`src/rtl/ram_copy_engine.sv`:
```
// Block copy / block fill engine driving a single-port word RAM with combinational read data.
// One command at a time; every output is registered and derived from the next-state values.
module ram_copy_engine #(
    parameter int XLen = 32,
    parameter int NPos = 1024,
    localparam int NPosWidth = $clog2(NPos)
) (
    input  logic                 clk_i,
    input  logic                 rst_i,
    input  logic                 start_i,
    input  logic                 mode_i,
    input  logic [NPosWidth-1:0] src_i,
    input  logic [NPosWidth-1:0] dst_i,
    input  logic [NPosWidth:0]   len_i,
    input  logic [XLen-1:0]      fill_i,
    output logic                 busy_o,
    output logic                 done_o,
    output logic                 err_o,
    output logic [NPosWidth-1:0] ram_a_o,
    output logic [XLen-1:0]      ram_wd_o,
    output logic                 ram_we_o,
    input  logic [XLen-1:0]      ram_rd_i
);

    typedef enum logic [1:0] {
        ST_IDLE = 2'd0,
        ST_RD   = 2'd1,
        ST_WR   = 2'd2,
        ST_DONE = 2'd3
    } state_t;

    localparam logic [NPosWidth+1:0] NPosExt = (NPosWidth+2)'(NPos);

    state_t               state_r, state_s;
    logic                 mode_r, mode_s;
    logic [NPosWidth-1:0] src_r, src_s;
    logic [NPosWidth-1:0] dst_r, dst_s;
    logic [NPosWidth:0]   len_r, len_s;
    logic [NPosWidth:0]   i_r, i_s, i_inc_s;
    logic [XLen-1:0]      fill_r, fill_s;
    logic [XLen-1:0]      buf_r, buf_s;
    logic                 err_r, err_s;

    logic                 busy_r, busy_s;
    logic                 done_r, done_s;
    logic                 we_r, we_s;
    logic [NPosWidth-1:0] a_r, a_s;
    logic [XLen-1:0]      wd_r, wd_s;

    // Sums are widened by two bits so an out-of-range end can never wrap back into range.
    function automatic logic range_error(input logic                 mode,
                                         input logic [NPosWidth-1:0] src,
                                         input logic [NPosWidth-1:0] dst,
                                         input logic [NPosWidth:0]   len);
        logic [NPosWidth+1:0] dst_end;
        logic [NPosWidth+1:0] src_end;
        dst_end = {2'b00, dst} + {1'b0, len};
        src_end = {2'b00, src} + {1'b0, len};
        return (dst_end > NPosExt) || (!mode && (src_end > NPosExt));
    endfunction

    assign i_inc_s = i_r + {{NPosWidth{1'b0}}, 1'b1};

    // Next-state and command/data register update logic.
    always_comb begin
        state_s = state_r;
        mode_s  = mode_r;
        src_s   = src_r;
        dst_s   = dst_r;
        len_s   = len_r;
        i_s     = i_r;
        fill_s  = fill_r;
        buf_s   = buf_r;
        err_s   = err_r;
        case (state_r)
            ST_IDLE: begin
                if (start_i) begin
                    mode_s = mode_i;
                    src_s  = src_i;
                    dst_s  = dst_i;
                    len_s  = len_i;
                    fill_s = fill_i;
                    i_s    = '0;
                    if (range_error(mode_i, src_i, dst_i, len_i)) begin
                        err_s   = 1'b1;
                        state_s = ST_DONE;
                    end else if (len_i == '0) begin
                        err_s   = 1'b0;
                        state_s = ST_DONE;
                    end else begin
                        err_s   = 1'b0;
                        state_s = mode_i ? ST_WR : ST_RD;
                    end
                end else begin
                    state_s = ST_IDLE;
                end
            end
            ST_RD: begin
                buf_s   = ram_rd_i;
                state_s = ST_WR;
            end
            ST_WR: begin
                i_s = i_inc_s;
                if (i_inc_s == len_r) begin
                    state_s = ST_DONE;
                end else begin
                    state_s = mode_r ? ST_WR : ST_RD;
                end
            end
            ST_DONE: begin
                state_s = ST_IDLE;
            end
            default: begin
                state_s = ST_IDLE;
            end
        endcase
    end

    // Output values for the upcoming cycle, decoded from the next state so they can be registered.
    always_comb begin
        busy_s = 1'b0;
        done_s = 1'b0;
        we_s   = 1'b0;
        a_s    = '0;
        wd_s   = '0;
        case (state_s)
            ST_RD: begin
                busy_s = 1'b1;
                a_s    = src_s + i_s[NPosWidth-1:0];
            end
            ST_WR: begin
                busy_s = 1'b1;
                we_s   = 1'b1;
                a_s    = dst_s + i_s[NPosWidth-1:0];
                wd_s   = mode_s ? fill_s : buf_s;
            end
            ST_DONE: begin
                done_s = 1'b1;
            end
            ST_IDLE: begin
                busy_s = 1'b0;
            end
            default: begin
                busy_s = 1'b0;
            end
        endcase
    end

    // State, command and output registers.
    always_ff @(posedge clk_i or posedge rst_i) begin
        if (rst_i) begin
            state_r <= ST_IDLE;
            mode_r  <= 1'b0;
            src_r   <= '0;
            dst_r   <= '0;
            len_r   <= '0;
            i_r     <= '0;
            fill_r  <= '0;
            buf_r   <= '0;
            err_r   <= 1'b0;
            busy_r  <= 1'b0;
            done_r  <= 1'b0;
            we_r    <= 1'b0;
            a_r     <= '0;
            wd_r    <= '0;
        end else begin
            state_r <= state_s;
            mode_r  <= mode_s;
            src_r   <= src_s;
            dst_r   <= dst_s;
            len_r   <= len_s;
            i_r     <= i_s;
            fill_r  <= fill_s;
            buf_r   <= buf_s;
            err_r   <= err_s;
            busy_r  <= busy_s;
            done_r  <= done_s;
            we_r    <= we_s;
            a_r     <= a_s;
            wd_r    <= wd_s;
        end
    end

    assign busy_o   = busy_r;
    assign done_o   = done_r;
    assign err_o    = err_r;
    assign ram_we_o = we_r;
    assign ram_a_o  = a_r;
    assign ram_wd_o = wd_r;

endmodule

```
`config.mk`:
```
export PLATFORM = sky130hd
export DESIGN_NAME = ram_copy_engine
export DESIGN_NICKNAME = d
export VERILOG_FILES = /design/src/rtl/ram_copy_engine.sv
export SDC_FILE = /design/constraint.sdc
export NUM_CORES = 1
export LEC_CHECK = 0
export BUFFER_PORTS_ARGS = -buffer_cell sky130_fd_sc_hd__buf_2
export CAP_MARGIN = 10
export CORE_ASPECT_RATIO = 1.4
export CORE_MARGIN = 1
export CORE_UTILIZATION = 30
export CTS_CLUSTER_DIAMETER = 30
export DETAILED_ROUTE_END_ITERATION = 8
export SYNTH_ARGS = -nofsm -noshare
export SYNTH_HDL_FRONTEND = slang
export SYNTH_SLANG_ARGS = --single-unit
```
`constraint.sdc`:
```
create_clock -name clk_i -period 6.6 [get_ports clk_i]
set_clock_uncertainty 0.2 [all_clocks]
set_input_delay 1.32 -clock clk_i [delete_from_list [all_inputs] [get_ports clk_i]]
set_output_delay 1.32 -clock clk_i [all_outputs]
set_load 0.01 [all_outputs]
```
---- After elaboration in Yosys (flattened, before gate mapping) ----
Cells that the tools add are included.
storage, ports and cells
  input bits .............................. 99
  word-level logic and storage cells ...... 64
  flip-flop bits (word level) ............. 155
  output and inout bits ................... 46
cells by class
  multiplexer cells ....................... 25
  order comparisons ....................... 2
  $add $sub $neg .......................... 5
  reductions and logical operators ........ 9
  equality and inequality tests ........... 8
operators by type and width
  cell                     count
  $mux W32                 5
  $mux W10                 4
  $add A10 B11 Y12         2
  $gt A12 B11 Y1 const B   2
  $pmux W11 S2             1
  $add A10 B10 Y10         2
  $pmux W10 S2             1
  $mux W2                  6
  $add A11 B1 Y11 const B  1
  $eq A11 B11 Y1           1
  $logic_not A11 Y1        1
  $mux W11                 1
  $eq A2 B2 Y1 const B     4
  $pmux W2 S4              1
  $mux W1                  6
  $eq A2 B1 Y1 const B     2
  $reduce_and A2 Y1        2
  $logic_not A2 Y1         1
  $ne A2 B2 Y1 const B     1
  $reduce_bool A2 Y1       1
  $reduce_or A2 Y1         1
  $logic_and A1 B1 Y1      1
  $logic_not A1 Y1         1
  $logic_or A1 B1 Y1       1

---- Longest topological paths before layout ----
Gate-level depths: netlist of run 1.
  word-level depth ........................ 10
  mapped depth ............................ 24
  gate-level depth less buffers ........... 23

---- Least setup slack after synthesis of run 1 ----
No wires, ideal clock.
  path type ............................... input port to flip-flop
  start ................................... in dst_i[0]
  end ..................................... reg a_r[8] (netlist: ram_a_o[8])
  path slack .............................. 183 ps
  arrival ................................. 6085 ps
  data required time ...................... 6268 ps
  stages .................................. 23
  buffers on the path ..................... 1
  cells stage by stage .................... ha_1 -> fa_1 -> a21o_1 -> a221oi_1 -> mux2i_1 -> o2111ai_2 -> nor3_1 -> a311oi_1 -> a21oi_2 -> a31o_1 -> ha_1 -> clkbuf_1 -> mux2_2 -> ha_1 -> fa_1 -> a21o_1 -> a21oi_1 -> o21bai_1 -> a21oi_1 -> o21bai_1 -> a21oi_1 -> xor2_1 -> nor2_1
on the way
  cells in the longest elaborated chain, start to end .. 8
ends and longest elaborated chain
  what                                                 RTL line  text
  start: declaration                                   13        input logic [NPosWidth-1:0] dst_i,
  $add A10 B11 Y12                                     57        dst_end = {2'b00, dst} + {1'b0, len};
  $gt A12 B11 Y1                                       59        return (dst_end > NPosExt) || (!mode && (src_end > NPosExt));
  $logic_or A1 B1 Y1                                   59
  $mux W2                                              84        if (range_error(mode_i, src_i, dst_i, len_i)) begin
  $mux W2                                              77        if (start_i) begin
  $pmux W2 S4                                          75        case (state_r)
  $eq A2 B2 Y1 / $eq A2 B1 Y1 (equally long branches)  126       case (state_s)
  $pmux W10 S2 (*)                                     126
  net a_s[8]                                           47        logic [NPosWidth-1:0] a_r, a_s;
  end signal: assignment                               179       a_r <= a_s;
  end: declaration                                     47
The timed path passes the listed nets; every way through them passes the cells marked *.
A chain may end at the register's enable or synchronous reset.

---- Final worst setup path of run 1 ----
  start ................................... in len_i[0]
  end ..................................... reg a_r[9] (netlist: ram_a_o[9])
on the way
  cells in the longest elaborated chain, start to end .. 9
ends and longest elaborated chain
  what                                                 RTL line  text
  start: declaration                                   14        input logic [NPosWidth:0] len_i,
  $add A10 B11 Y12                                     58        src_end = {2'b00, src} + {1'b0, len};
  $gt A12 B11 Y1                                       59
  $logic_and A1 B1 Y1                                  59
  $logic_or A1 B1 Y1                                   59
  $mux W2 (*)                                          84
  $mux W2 (*)                                          77
  $pmux W2 S4 (*)                                      75
  net state_s[1]                                       34        state_t state_r, state_s;
  $eq A2 B2 Y1 / $eq A2 B1 Y1 (equally long branches)  126
  $pmux W10 S2 (*)                                     126
  net a_s[9]                                           47
Marked as above.

==> impl_results.md, run 1 <==
- Run status: finished clean
- Area of the multi-input gates: 0.00371 mm²
- Sw power: 1.54 mW
- Most Crowded Layer GR: met2
- Chip height: about 190 µm
- DR pass1 iterations: 5
- Clock-pin transition on the worst setup and hold timing paths: about 0.06 ns
- Synth Net Count: 808
- Max Clk Rate: 163 MHz
- Final Util: 0.373
- GRT Util Overall: 0.158
- Sequential fraction of the synthesis area: 0.502
- DRT iter0 DRCs: 174
- Peak VDD IR: 0.262 mV
- Clock Power Share: 0.216
- Pin count of the biggest net entering global routing: between 90 and 100
- H-tree depth reported by CTS: 4
- CP Launch Type: input pin
- Worst EP arrival: ~6.2 ns
- Hold slack: 0.291 ns
- Fin. max-slew vios: 0
- Register area: 0.00388 mm²
- Final setup fails: 0
- Final period utilization: 0.930
- GR Util met3: 0.0359
- Vias per cell: 4.83
- CTS Sinks: 155
- Vias in the first global route: about 6,000
- Worst skew pair latency: ~0.43 ns
- Initial antenna violation count: 3
- Initial core utilization: 0.305
- Asr flop ratio synth: 1.00
- Die area: 0.0264 mm²
- Slew @ Worst Pin: 1.07 ns
- Setup TNS: 0 ns
- Share of layout cells above drive strength 1: 0.369
- Net Sw Frac: 0.358
- Root Buffer: clkbuf_16
- Int Pwr: ~2.8 mW
- Post-Synthesis Cells: 674
- Final GP Congestion: 0.853
- Dominant synthesized flop cell: dfrtp_1
- CTS max path bufs: 2
- Via count: 5,595
- Antenna viol nets, final: 0
- Worst path required time: 6.70 ns
- RSZ-0062 raised after global routing: no
- P&R area growth vs syn: 22.0%
- Critical path class: in2reg
- Seq pwr share: 0.351
- Max_cap viols: 0
- Critical path peak fanout: 4
- WHS Path Cells: 1
- Pwr Density: 457 mW/mm²
- Post-CTS Setup Repair Bufs: 0
- Met1 Resource Use GR: 0.177
- Yosys warnings: 0
- Row count: 69
- FF+latch count, synth: 155
- Final WL: 19,500 µm
- Fin crit period: 6.14 ns
- Most frequent cells in the layout: dfrtp_1 (155), buf_2 (144), mux2_2 (105)
- # IOs: 145
- Total congestion overflow: 0
- Die X: 138 µm
- Hold Vio Cnt, Final: 0
- Worst slew margin: 0.282
- Dpl hpwl: between 10,000 and 15,000 µm
- Commonest non-fill, non-tap cell in the layout: dfrtp_1
- Core ar.: 0.0253 mm²
- CP Capture Type: flip-flop
- Avg Cell Area, Syn: 11.5 µm²
- Post-synth cell types: 62
- Leakage power figure: 4.36 nW
- CTS tree: yes
- R2R depth: 21
- Post-synthesis cell area: 0.00772 mm²
- Final #Nets: ~960
- Hold Path Class: reg2reg
- First-pass GRT wire length: 31,200 µm
- CTS buffer count: 17
- Avg WL per Cell: roughly 17 µm
- Number of fill cells: between 2,000 and 3,000
- DRC errors left: 0
- Power share of the combinational group: 0.433
- Hold buffers post-CTS: 0
- Met2 GRT Util: 0.287
- Port-buffer cells: roughly 140
- # resized after CTS: 0
- EDFF count, synth: 0
==> final timing paths <==
path                                        endpoint  slack (ns)          startpoint
worst max-delay path            ram_a_o[9]$_DFF_PP0_        0.46            len_i[0]
worst min-delay path              dst_r[5]$_DFF_PP0_        0.29  dst_r[5]$_DFF_PP0_
worst max register to register  ram_a_o[9]$_DFF_PP0_        1.53    i_r[0]$_DFF_PP0_
worst min register to register    dst_r[5]$_DFF_PP0_        0.29  dst_r[5]$_DFF_PP0_
max in group asynchronous         buf_r[3]$_DFF_PP0_        4.06               rst_i
min in group asynchronous       fill_r[16]$_DFF_PP0_        0.86               rst_i
==> per-layer routing <==
metal / part of all wire / vias to the layer above
met2: 0.54 / 112
met3: 0.036 / 21
met1: 0.41 / 2781
met5: 0 / -
li1: - / 2681
met4: 0.013 / 0
==> registers in the layout, indices dropped and copies added, names as in the netlist <==
signal    cells
ram_a_o      10
buf_r        32
state_r       2
ram_wd_o     32
dst_r        10
done_o        1
busy_o        1
src_r        10
ram_we_o      1
len_r        11
mode_r        1
fill_r       32
err_o         1
i_r          11
==> critical path, cell delays in order <==
cell       delay (ns)
buf_2            0.10
ha_1             0.16
inv_1            0.05
fa_1             0.40
xnor2_1          0.13
or4b_1           0.47
nor4_1           0.30
buf_4            0.15
o211ai_1         0.13
a2111oi_1        0.50
a21oi_1          0.16
ha_1             0.26
buf_4            0.17
mux2_2           0.29
ha_1             0.28
a21o_1           0.16
a21o_1           0.19
a21o_1           0.17
a21oi_1          0.25
o21a_1           0.21
o21ai_0          0.12
xnor2_1          0.20
nor2_1           0.05
==> layout make-up <==
cell class              instances  share of cell area
flip-flops and latches        155               0.412
multi-input cells             479               0.394
repair buffers                158              0.0876
clock buffers                  18              0.0455
well taps                     319              0.0423
clock inverters                13              0.0126
inverters                      14             0.00611
diodes                          2            0.000531
==> power groups by stage <==
stage               registers, mW  logic (mW)  clock network [mW]
floorplan                    1.53        1.32                   0
global placement             1.52        1.87                   0
detailed placement           1.53        1.90                   0
CTS                          1.52        1.91               0.956
global route                 1.56        2.10               0.994
finish                       1.51        1.87               0.930
==> through the flow <==
stage | setup slack (ns) | cells | power [mW] | cell area (µm²)
floorplan | 0.183 | 674 | 2.86 | 7720
CTS | 0.393 | 1156 | 4.38 | 9420
detailed placement | -0.0285 | 1125 | 3.43 | 8870
finish | 0.459 | 1158 | 4.31 | 9430
global placement | 0.0956 | 1125 | 3.39 | 8870
global route | 0.0555 | 1158 | 4.65 | 9430
==> kinds of logic (layout without fill, tap and decap cells) <==
family,Yosys count,count (layout),share of synthesized area
AND/OR/NAND/NOR,212,212,0.141
flip-flops,155,155,0.502
multiplexers,109,109,0.158
AO/OA/AOI/OAI,93,93,0.0841
buffers and inverters,40,203,0.0206
adder cells (fa/ha/maj),35,35,0.0596
XOR/XNOR,30,30,0.0340
other,0,2,0
==> synthesized netlist by cell type, types with 2 or more instances <==
cell type	n	area (µm²)
a211oi_1	2	15.0
a21o_1	10	75.1
a21oi_1	22	110
a31oi_1	3	18.8
and2_1	5	31.3
and3_1	5	31.3
and4_1	2	17.5
buf_1	3	11.3
buf_2	7	35.0
clkbuf_1	16	60.1
dfrtp_1	155	3880
fa_1	3	60.1
ha_1	32	400
inv_1	14	52.6
mux2_2	105	1180
mux2i_1	4	40.0
nand2_1	21	78.8
nand2b_1	4	25.0
nand3_1	8	40.0
nand4_1	3	18.8
nand4b_1	2	17.5
nor2_1	92	345
nor2_2	2	12.5
nor2b_1	7	43.8
nor3_1	7	35.0
nor3b_1	35	263
nor4_1	6	37.5
o211ai_1	4	30.0
o21ai_0	18	90.1
o21ai_1	2	10.0
o21bai_1	7	52.6
o31ai_1	4	30.0
or2_2	5	31.3
or3_1	3	18.8
xnor2_1	18	158
xor2_1	12	105
Power figures use the tool's default switching activity.
==> run 2, diff against run 1 <==
Settings changed: ABC_AREA set to 1.
Clock period 6.6 ns to 6.7 ns, I/O delays scaled along.
==> impl_results.md, run 2 <==
- Register area: 0.00388 mm² (unchanged)
- Area of the multi-input gates: 0.00362 mm² (-2.4%)
- Reg2reg start: i_r[0]$_DFF_PP0_
- CTS buffer count: 17 (unchanged)
- P&R area growth vs syn: 20.3%
- Final Util: 0.367 (-0.00511)
- Die X: 140 µm (+1.6%)
- Post-CTS Setup Repair Bufs: 0 (unchanged)
- CTS Sinks: 155 (unchanged)
- Synth Net Count: 1,087 (+35%)
- Placed Cells incl. Taps: 1,396 (+24%)
- Avg WL per Cell: 15.0 µm (-11%)
- FF+latch count, synth: 155 (unchanged)
- Commonest non-fill, non-tap cell in the layout: nand2_1
- Hold buffers post-CTS: 0 (unchanged)
- Run status: finished clean
- Antenna cells: 0 (-2)
- Avg Cell Area, Syn: 8.37 µm² (-27%)
- CTS max path bufs: 2 (unchanged)
- Initial antenna violation count: 0 (-3)
- Hold Path Class: reg2reg
- Crit. Startpoint: dst_i[0]
- Most frequent cells in the layout: nand2_1 (299), dfrtp_1 (155), buf_2 (144)
- Dominant synthesized flop cell: dfrtp_1
- Peak VDD IR: 0.233 mV (-11%)
- First-pass GRT wire length: 34,700 µm (+11%)
- Leakage power figure: 4.97 nW (+14%)
- Worst skew pair latency: 0.43 ns (about the same)
- Number of fill cells: 2,723 (+8.1%)
- Pwr Density: 435 mW/mm² (-5.0%)
- Max_cap viols: 0 (unchanged)
- Worst path required time: 6.80 ns (+0.10 ns)
- Row count: 70 (+1.4%)
- Final setup fails: 0 (unchanged)
- Fin crit period: 5.49 ns
- Post-synthesis cell area: 0.00797 mm² (+3.2%)
- Post-Synthesis Cells: 953 (+41%)
- EDFF count, synth: 0 (unchanged)
- Port-buffer cells: 144 (unchanged)
- Top-count cell post-synth: nand2_1
- Area leader, netlist: dfrtp_1
- Core ar.: 0.0261 mm² (+3.2%)
- Root Buffer: clkbuf_16
- Chip height: 195 µm (+1.6%)
- Share of layout cells above drive strength 1: 0.216 (-0.153)
- Fin. max-slew vios: 0 (unchanged)
- Sequential fraction of the synthesis area: 0.487 (-0.0157)
- Worst slew margin: 0.405 (+0.123)
- Max Clk Rate: 182 MHz
- GRT Util Overall: 0.164 (+0.00648)
- # resized after CTS: 0 (unchanged)
- DR pass1 iterations: 4 (-1)
- DRT iter0 DRCs: 327 (+88%)
- Hold slack: 0.274 ns (-0.0166 ns)
- Final GP Congestion: 0.974 (+14%)
- Area share of the leading cell type in the synthesized netlist: 0.487 (-0.0157)
- Slew @ Worst Pin: 0.892 ns (-0.182 ns)
- Critical path peak fanout: 20 (+16)
- Final #Nets: 1,225 (+28%)
- CP Capture Type: flip-flop
- Total congestion overflow: 0 (unchanged)
- Yosys warnings: 0 (unchanged)
- Fin cells: 1,427 (+23%)
- Vias in the first global route: 6,697 (+12%)
- Clock-pin transition on the worst setup and hold timing paths: 0.06 ns (about the same)
- Worst EP arrival: 5.59 ns (-0.65 ns)
- Antenna viol nets, final: 0 (unchanged)
- Initial core utilization: 0.305 (about the same)
- Die area: 0.0272 mm² (+3.2%)
- Final period utilization: 0.820
- Pin count of the biggest net entering global routing: 99 (+1.0%)
- Asr flop ratio synth: 1.00 (unchanged)
- H-tree depth reported by CTS: 4 (unchanged)
- # IOs: 145 (unchanged)
- CP Launch Type: input pin
- Vias per cell: 4.71 (-2.6%)
- Via count: 6,716 (+20%)
- Setup TNS: 0 ns (unchanged)
- Area contributors post-synth: dfrtp_1 (49%), nand2_1 (14%), ha_1 (5.0%), o21ai_0 (5.0%), mux2_2 (4.5%)
- Hold Vio Cnt, Final: 0 (unchanged)
- Critical path class: in2reg
- DRC errors left: 0 (unchanged)
- CTS tree: yes
- Post-synth cell types: 33 (-47%)
- RSZ-0062 raised after global routing: no
- Commonest cells post-synth: nand2_1 (299), dfrtp_1 (155), inv_1 (90)
- Dpl hpwl: 16,000 µm (+16%)
- Final WL: 21,400 µm (+9.7%)
- Min-Delay Startpoint: fill_r[4]$_DFF_PP0_
run 2: cell types whose count changed after synthesis, moves of 35 or more:
cell / delta
nand3_1: +44
nand2_1: +278
o21ai_0: +61
nor3b_1: -35
nor2_1: -45
mux2_2: -73
inv_1: +76
run 2: cell families (layout without fill, tap and decap cells):
| group | after synthesis | count (layout) | share of synthesized area |
|---|---|---|---|
| simple gates | 439 | 439 | 0.229 |
| compound gates | 156 | 156 | 0.107 |
| flops | 155 | 155 | 0.487 |
| buf+inv | 123 | 273 | 0.0607 |
| fa+ha+maj | 35 | 35 | 0.0578 |
| mux | 32 | 32 | 0.0452 |
| xor+xnor | 13 | 13 | 0.0143 |
run 2: metrics by stage:
stage          total power, mW  setup slack (ns)  instance area [µm²]
4_1_cts                   4.23              1.27                 9590
5_1_grt                   4.51             0.711                 9590
2_1_floorplan             2.73             0.982                 7970
3_3_place_gp              3.25             0.923                 9020
6_report                  4.17              1.21                 9590
3_5_place_dp              3.27             0.827                 9020
run 2: routing by layer:
metal	up-vias	part of all wire	GRT usage
li1	3411	-	-
met3	43	0.037	0.0249
met5	-	0	0
met1	3059	0.44	0.199
met2	203	0.48	0.279
met4	0	0.040	0.0875
run 2: path summary, 6_finish.rpt:
check                                        end  slack (ns)  cells after the start
setup / recovery            ram_a_o[8]$_DFF_PP0_        1.21                     28
hold / removal               fill_r[4]$_DFF_PP0_        0.27                      2
setup reg to reg            ram_a_o[8]$_DFF_PP0_        1.93                     25
hold reg to reg              fill_r[4]$_DFF_PP0_        0.27                      2
max in group asynchronous       mode_r$_DFF_PP0_        4.22                      3
min in group asynchronous  ram_wd_o[9]$_DFF_PP0_        0.85                      2
run 2: where the power goes:
group | switching [mW] | internal (mW) | leakage (nW)
combinational | 1.12 | 0.645 | 2.77
sequential | 0.126 | 1.34 | 1.93
clock | 0.412 | 0.529 | 0.275
total | 1.66 | 2.51 | 4.97
run 2: critical path, stage by stage:
cell and delay [ns]:
buf_2 0.11, ha_1 0.23, fa_1 0.45, nand3_1 0.10, nand3_1 0.11, xor2_1 0.16, a21oi_1 0.12, nand2_1 0.07
nor2_1 0.09, nand2_1 0.07, nand2_1 0.11, nand3_1 0.09, nand2_1 0.07, a21oi_2 0.07, ha_1 0.20, inv_1 0.35
o21ai_0 0.19, ha_1 0.26, fa_1 0.41, nand3_1 0.10, nand3_1 0.10, nand2_1 0.07, nand2_1 0.05, a21oi_1 0.18
o21ai_0 0.12, a21o_1 0.17, o21ai_0 0.14, a21oi_1 0.06
run 2: area by class of cell:
type,instances,share of cell area
Sequential cell,155,0.404
Multi-Input combinational cell,675,0.378
Timing Repair Buffer,150,0.0798
Clock buffer,18,0.0458
Tap cell,324,0.0423
Inverter,92,0.0365
Clock inverter,13,0.0137
